**src/rtl/dwc_dispatch.sv**
```systemverilog
// Initiator side of the duplicate-with-comparison channel: latches two replica
// results for the comparator, waits for its verdict and replays on mismatch or timeout.
module dwc_dispatch #(
  parameter int unsigned DATA_W    = 32,
  parameter int unsigned TIMEOUT   = 16,
  parameter int unsigned MAX_RETRY = 2,
  localparam int unsigned CNT_W    = (MAX_RETRY > 0) ? $clog2(MAX_RETRY + 1) : 1
) (
  input  logic              clk,
  input  logic              reset,
  input  logic              start,
  input  logic              rep_a_valid,
  input  logic [DATA_W-1:0] rep_a_data,
  input  logic              rep_b_valid,
  input  logic [DATA_W-1:0] rep_b_data,
  input  logic              isMatch,
  input  logic              interupt_prompt,
  input  logic              fault_clr,
  output logic [DATA_W-1:0] data_a,
  output logic [DATA_W-1:0] data_b,
  output logic [1:0]        data_set,
  output logic              cmp_clear,
  output logic              replay_req,
  output logic              busy,
  output logic              done,
  output logic [DATA_W-1:0] result,
  output logic              fault,
  output logic [CNT_W-1:0]  retry_cnt
);

  localparam int unsigned TMR_W = $clog2(TIMEOUT);
  localparam logic [TMR_W-1:0] TMR_LAST = TMR_W'(TIMEOUT - 1);
  localparam logic [CNT_W-1:0] CNT_MAX  = CNT_W'(MAX_RETRY);

  typedef enum logic [2:0] {
    S_IDLE, S_CLEAR, S_COLLECT, S_WAIT, S_RETRY, S_DONE, S_FAULT
  } state_t;

  state_t           state, state_n;
  logic [TMR_W-1:0] timer, timer_n;
  logic [CNT_W-1:0] retry_n;
  logic [1:0]       set_n;
  logic             lat_a, lat_b;
  logic             timed_out;

  assign timed_out = (timer == TMR_LAST);

  // State register
  always_ff @(posedge clk or negedge reset) begin
    if (!reset) state <= S_IDLE;
    else        state <= state_n;
  end

  // Next-state, timer, retry count and latch enables
  always_comb begin
    state_n = state;
    timer_n = timer;
    retry_n = retry_cnt;
    set_n   = data_set;
    lat_a   = 1'b0;
    lat_b   = 1'b0;
    case (state)
      S_IDLE: begin
        if (start) begin
          state_n = S_CLEAR;
          retry_n = '0;
        end
      end
      S_CLEAR: begin
        timer_n = '0;
        state_n = S_COLLECT;
      end
      S_COLLECT: begin
        timer_n = TMR_W'(timer + 1'b1);
        lat_a   = rep_a_valid & ~data_set[0];
        lat_b   = rep_b_valid & ~data_set[1];
        set_n   = data_set | {lat_b, lat_a};
        if (timed_out)   state_n = S_RETRY;
        else if (&set_n) state_n = S_WAIT;
      end
      S_WAIT: begin
        timer_n = TMR_W'(timer + 1'b1);
        // A mismatch verdict outranks a simultaneous match
        if (interupt_prompt) state_n = S_RETRY;
        else if (isMatch)    state_n = S_DONE;
        else if (timed_out)  state_n = S_RETRY;
      end
      S_RETRY: begin
        if (retry_cnt == CNT_MAX) begin
          state_n = S_FAULT;
        end else begin
          retry_n = CNT_W'(retry_cnt + 1'b1);
          state_n = S_CLEAR;
        end
      end
      S_DONE:  state_n = S_IDLE;
      S_FAULT: begin
        if (fault_clr) begin
          state_n = S_IDLE;
          retry_n = '0;
        end
      end
      default: state_n = S_IDLE;
    endcase
    // Comparator inputs read as empty for the whole CLEAR cycle
    if (state_n == S_CLEAR) begin
      set_n   = '0;
      timer_n = '0;
    end
  end

  // Timer and retry counter
  always_ff @(posedge clk or negedge reset) begin
    if (!reset) begin
      timer     <= '0;
      retry_cnt <= '0;
    end else begin
      timer     <= timer_n;
      retry_cnt <= retry_n;
    end
  end

  // Replica capture registers
  always_ff @(posedge clk or negedge reset) begin
    if (!reset) begin
      data_a   <= '0;
      data_b   <= '0;
      data_set <= '0;
    end else begin
      if (lat_a) data_a <= rep_a_data;
      if (lat_b) data_b <= rep_b_data;
      data_set <= set_n;
    end
  end

  // Outputs decoded from the next state so they line up with the state they describe
  always_ff @(posedge clk or negedge reset) begin
    if (!reset) begin
      cmp_clear  <= 1'b0;
      replay_req <= 1'b0;
      busy       <= 1'b0;
      done       <= 1'b0;
      fault      <= 1'b0;
      result     <= '0;
    end else begin
      cmp_clear  <= (state_n == S_CLEAR);
      replay_req <= (state_n == S_RETRY) && (retry_cnt != CNT_MAX);
      busy       <= (state_n != S_IDLE) && (state_n != S_FAULT);
      done       <= (state_n == S_DONE);
      fault      <= (state_n == S_FAULT);
      if (state_n == S_DONE) result <= data_a;
    end
  end

endmodule

```
**config.mk**
```make
export PLATFORM = sky130hd
export DESIGN_NAME = dwc_dispatch
export DESIGN_NICKNAME = d
export VERILOG_FILES = /design/src/rtl/dwc_dispatch.sv
export SDC_FILE = /design/constraint.sdc
export NUM_CORES = 1
export LEC_CHECK = 0
export CAP_MARGIN = 20
export CORE_MARGIN = 2
export CORE_UTILIZATION = 43
export DETAILED_ROUTE_END_ITERATION = 7
export PLACE_DENSITY = 0.8
export SYNTH_ARGS = -nofsm -noshare
export SYNTH_HDL_FRONTEND = slang
export SYNTH_SLANG_ARGS = --single-unit
```
**constraint.sdc**
```tcl
create_clock -name clk -period 2.22 [get_ports clk]
set_input_delay 0.666 -clock clk [delete_from_list [all_inputs] [get_ports clk]]
set_output_delay 0.666 -clock clk [all_outputs]
set_load 0.005 [all_outputs]
```
# ---- After elaboration in Yosys (flattened, before gate mapping)
# Index checks and enable logic that the tools add are counted.
dict set report totals {
  output_inout_bits 105
  reg_bits 112
}
dict set report op_classes {
  eq_ne 16
  n_addsub 2
  bitwise 5
  n_reduce_logical 10
  mux 19
}
# cell count
set ops {}
lappend ops {{3-bit 2-to-1 mux} 8}
lappend ops {{3-bit case mux with 6 select lines} 1}
lappend ops {{3-bit == test, second input constant} 5}
lappend ops {{2-bit 2-to-1 mux} 5}
lappend ops {{3-bit nonzero test} 3}
lappend ops {{2-bit inequality test, second input constant} 4}
lappend ops {{4-bit case mux with 2 select lines} 1}
lappend ops {{3-bit by 1-bit == test with 1-bit output, second input constant} 2}
lappend ops {{3-bit by 2-bit == test with 1-bit output, second input constant} 2}
lappend ops {{2-bit case mux with 3 select lines} 1}
lappend ops {{4-bit by 1-bit adder with 4-bit output, second input constant} 1}
lappend ops {{4-bit == test, second input constant} 1}
lappend ops {{4-bit 2-to-1 mux} 1}
lappend ops {{4-bit AND reduction} 1}
lappend ops {{3-bit zero test} 1}
lappend ops {{3-bit inequality test, second input constant} 1}
lappend ops {{2-bit by 1-bit adder with 2-bit output, second input constant} 1}
lappend ops {{1-bit bitwise AND} 2}
lappend ops {{2-bit == test, second input constant} 1}
lappend ops {{1-bit logical AND} 2}
lappend ops {{1-bit 2-to-1 mux} 2}
lappend ops {{1-bit inverter} 2}
lappend ops {{2-bit OR} 1}
lappend ops {{2-bit AND reduction} 1}
lappend ops {{2 further kinds} 2}

# ---- Longest topological paths before layout
dict set report depth {
  word_depth 9
  mapped_depth 7
  depth_no_buf 7
}

# ---- Least setup slack after synthesis
# OpenSTA, ideal clock, no wires.
dict set report synth_timing {
  path_type {in2reg}
  start {input port interupt_prompt}
  end {register result[10]}
  stages 5
  slack_ns 0.399
  required_time_ns 2.095
  arrival_ns 1.696
  n_path_buf 2
  cell_sequence {and4bb_2 > and2_1 > buf_2 > buf_6 > mux2_2}
}
dict set report synth_via {
  elab_chain_len 3
}
# item line
set synth_rtl {}
lappend synth_rtl {{start, declared} 17} ;# input logic interupt_prompt,
lappend synth_rtl {{3-bit 2-to-1 mux} 84} ;# if (interupt_prompt) state_n = S_RETRY;
lappend synth_rtl {{3-bit case mux with 6 select lines} 62} ;# case (state)
lappend synth_rtl {{3-bit == test} 151} ;# if (state_n == S_DONE) result <= data_a;
lappend synth_rtl {{end signal, assigned} 151}
lappend synth_rtl {{end, declared} 26} ;# output logic [DATA_W-1:0] result,
# No other way between the ends.
# A chain may end at the register's enable or synchronous reset.

# ---- Worst setup path in the final report
dict set report layout_timing {
  start {register data_set[1]}
  end {output port data_set[1]}
}
# item line
set layout_lines {}
lappend layout_lines {{start, declared} 21} ;# output logic [1:0] data_set,
lappend layout_lines {{start signal, assigned} 132} ;# data_set <= set_n;
# No word-level cell between the ends.

==> results.toml <==
[clock_network]
cts_buffers = 9
clkLatencyLatePin_ns = 0.36
ctsResizeCount = 0
clk_path_buf_depth = 2
clkTransAtPathRegs_ns = 0.11
clock_sinks = 112
cts_hold_buf = 0
htreeDepth = 3
post_cts_buffers = 0
tritoncts = "built"
clockRootBuffer = "clkbuf_8"

[global_routing]
gr-usage-all-layers_pct = 17.8
grt_overflow_total = 0
grt_pass1_wl_mm = 15.4
antenna_found_initial = 0
grt_max_degree = 59
grt_pass1_vias = 2932

[sta]
fin_hold_ws_ns = 0.291
finalSetupViolCount = 0
tightest_slew_ns = 0.465
min_period_ns = 2.04
max-slew-margin-rel_pct = 68.8
period_share_pct = 92.0
rsz0062_at_grt = "false"
fin_worst_skew_ns = 0.0163
hold_viol = 0
fmax_mhz = 490
slew_viol_final = 0

[placement]
dpl.cell_count = 581
gp_congestion = 0.767
port_buffers = 176
placed_area_um2 = 6300
dp_hpwl_mm = 7.41

[drt]
routedWlPerCell_um = 16.3
via_per_inst = 4.90
wl_mm = 9.72
dr.pass1.iters = 4
antenna_left = 0
vias = 2926
drtIter0Drc = 76
route.detailed.drc = 0

[worst_hold_path]
hold_path.class = "in2async"

[synthesis]
netlist_area_um2 = 4380
ys_types = 28
synth_edf_count = 0
ys.flop_type = "dfrtp_1"
async_flop_share_pct = 100
synth_warnings = 0
syn_avg_cell_area_um2 = 15.9
ys_seq_area_share_pct = 64.1
synth_cells = 276
synth_nets = 350
ys_seq_elements = 112

[final_layout]
finalNonFillerCells = 597
drive_above_1_share_pct = 26.5
final_core_util_pct = 66.0
num_antenna_cells = 0
area.growth.synth_to_final_pct = 48.1
fin_nets = 533
final_common_cell = "clkdlybuf4s50_1"
final_cell_mix = "clkdlybuf4s50_1 (175), dfrtp_1 (112), mux2_2 (92)"
final_area_um2 = 6480

[pwr]
p_leak_nw = 2.73
power_frac_clock_pct = 12.8
power_density_nw_per_um2 = 1320
p_sw_mw = 2.48
p_int_mw = 6.07
swShare_pct = 29.0
pwr-share-seq_pct = 43.2
vdd_ir_drop_max_mv = 0.664
power_mw = 8.54
combPwrFrac_pct = 44.0

[critical_path]
cp-start-kind = "flop"
slowest_stage = "clkdlybuf4s50_1"
reg2reg_slack_ns = 0.41
cp_cell_sequence = "clkdlybuf4s50_1"
reg2reg_depth = 5
reg2reg_to = "data_b[6]$_DFFE_PN0P_"
critPathTopFamily = "buffers and inverters"
cp.arrival_ns = 1.38
worstPathRequired_ns = 1.55
worst_setup_path_end_kind = "output pin"
path_buf_inv = 1
crit_cells = 1
cp_slowest_stage_delay_ns = 0.56
crit_fanout = 4
critical_path_class = "reg2out"
rr_startpoint = "state[2]$_DFF_PN0_"

[outcome]
status = "complete, no violations"

[floorplan]
num_rows = 36
dieWidth_um = 105
die_h_um = 105
start_util_pct = 44.6
ios = 177
dieArea_um2 = 11000
core_um2 = 9820

[run]
maxCapViolCount = 0
synthesized netlist by cell type (all sizes together) (2+ instances only):
library cell / instances / area, um^2
a21oi: 5 / 25.0
nor3: 3 / 15.0
ha: 2 / 25.0
inv: 5 / 18.8
o2bb2ai: 2 / 17.5
nand2b: 6 / 37.5
nor3b: 2 / 26.3
nor2: 9 / 48.8
mux2: 98 / 1100
nand2: 5 / 18.8
nand3: 4 / 20.0
buf: 12 / 123
dfrtp: 112 / 2800
final cells by class:
class / instances / area (um^2)
well taps: 133 / 166
multi-input cells: 147 / 1430
fillers: 789 / 3340
flip-flops and latches: 112 / 2800
inverters: 5 / 18.8
repair buffers: 184 / 1880
clock inverters: 7 / 52.6
clock buffers: 9 / 124
state kept, by name, summed over array words and instances (netlist names):
name and cells:
state 3, fault 1, busy 1, cmp_clear 1
retry_cnt 2, done 1, data_a 32, replay_req 1
data_set 2, result 32, data_b 32, timer 4
logic make-up (layout without fill, tap and decap cells):
family | count (synthesis) | count (layout) | share of synthesized area (%)
DFF | 112 | 112 | 64.1
buffers and inverters | 17 | 205 | 3.23
muxes | 99 | 99 | 25.5
adders and majority gates | 2 | 2 | 0.572
AOI/OAI and AO/OA | 15 | 15 | 2.46
and+or+nand+nor | 31 | 31 | 4.23
power groups by stage:
stage,Clock (mW),Combinational [mW],Sequential (mW)
floorplan,0,1.44,3.67
detailed placement,0,3.81,3.74
global placement,0,3.72,3.67
global route,1.23,4.01,3.83
finish,1.09,3.76,3.69
CTS,1.15,3.82,3.71
routing by layer:
metal,part of all wire (%),global-route usage [%],vias to the layer above
li1,-,-,1346
met1,41,22.1,1463
met2,51,30.2,108
met3,7.2,5.24,9
met4,0.85,4.86,0
met5,0,0,-
metrics by stage:
step | setup WS (ns) | TNS (ns)
after floorplan | 0.399 | 0
after global placement | -0.0257 | -0.735
after detailed placement | -0.0823 | -1.54
after CTS | 0.158 | 0
after global routing | 0.135 | 0
final | 0.179 | 0
how the worst max path moves through the flow:
stage / from / end / slack, ns
global placement: interupt_prompt / result[18]$_DFFE_PN0P_ / -0.03
finish: data_set[1]$_DFFE_PN0P_ / data_set[1] / 0.18
floorplan: interupt_prompt / result[10]$_DFFE_PN0P_ / 0.40
detailed placement: interupt_prompt / replay_req$_DFF_PN0_ / -0.08
global route: data_set[1]$_DFFE_PN0P_ / data_set[1] / 0.14
CTS: data_set[1]$_DFFE_PN0P_ / data_set[1] / 0.16
No activity file was read; power rests on OpenSTA's default activity.
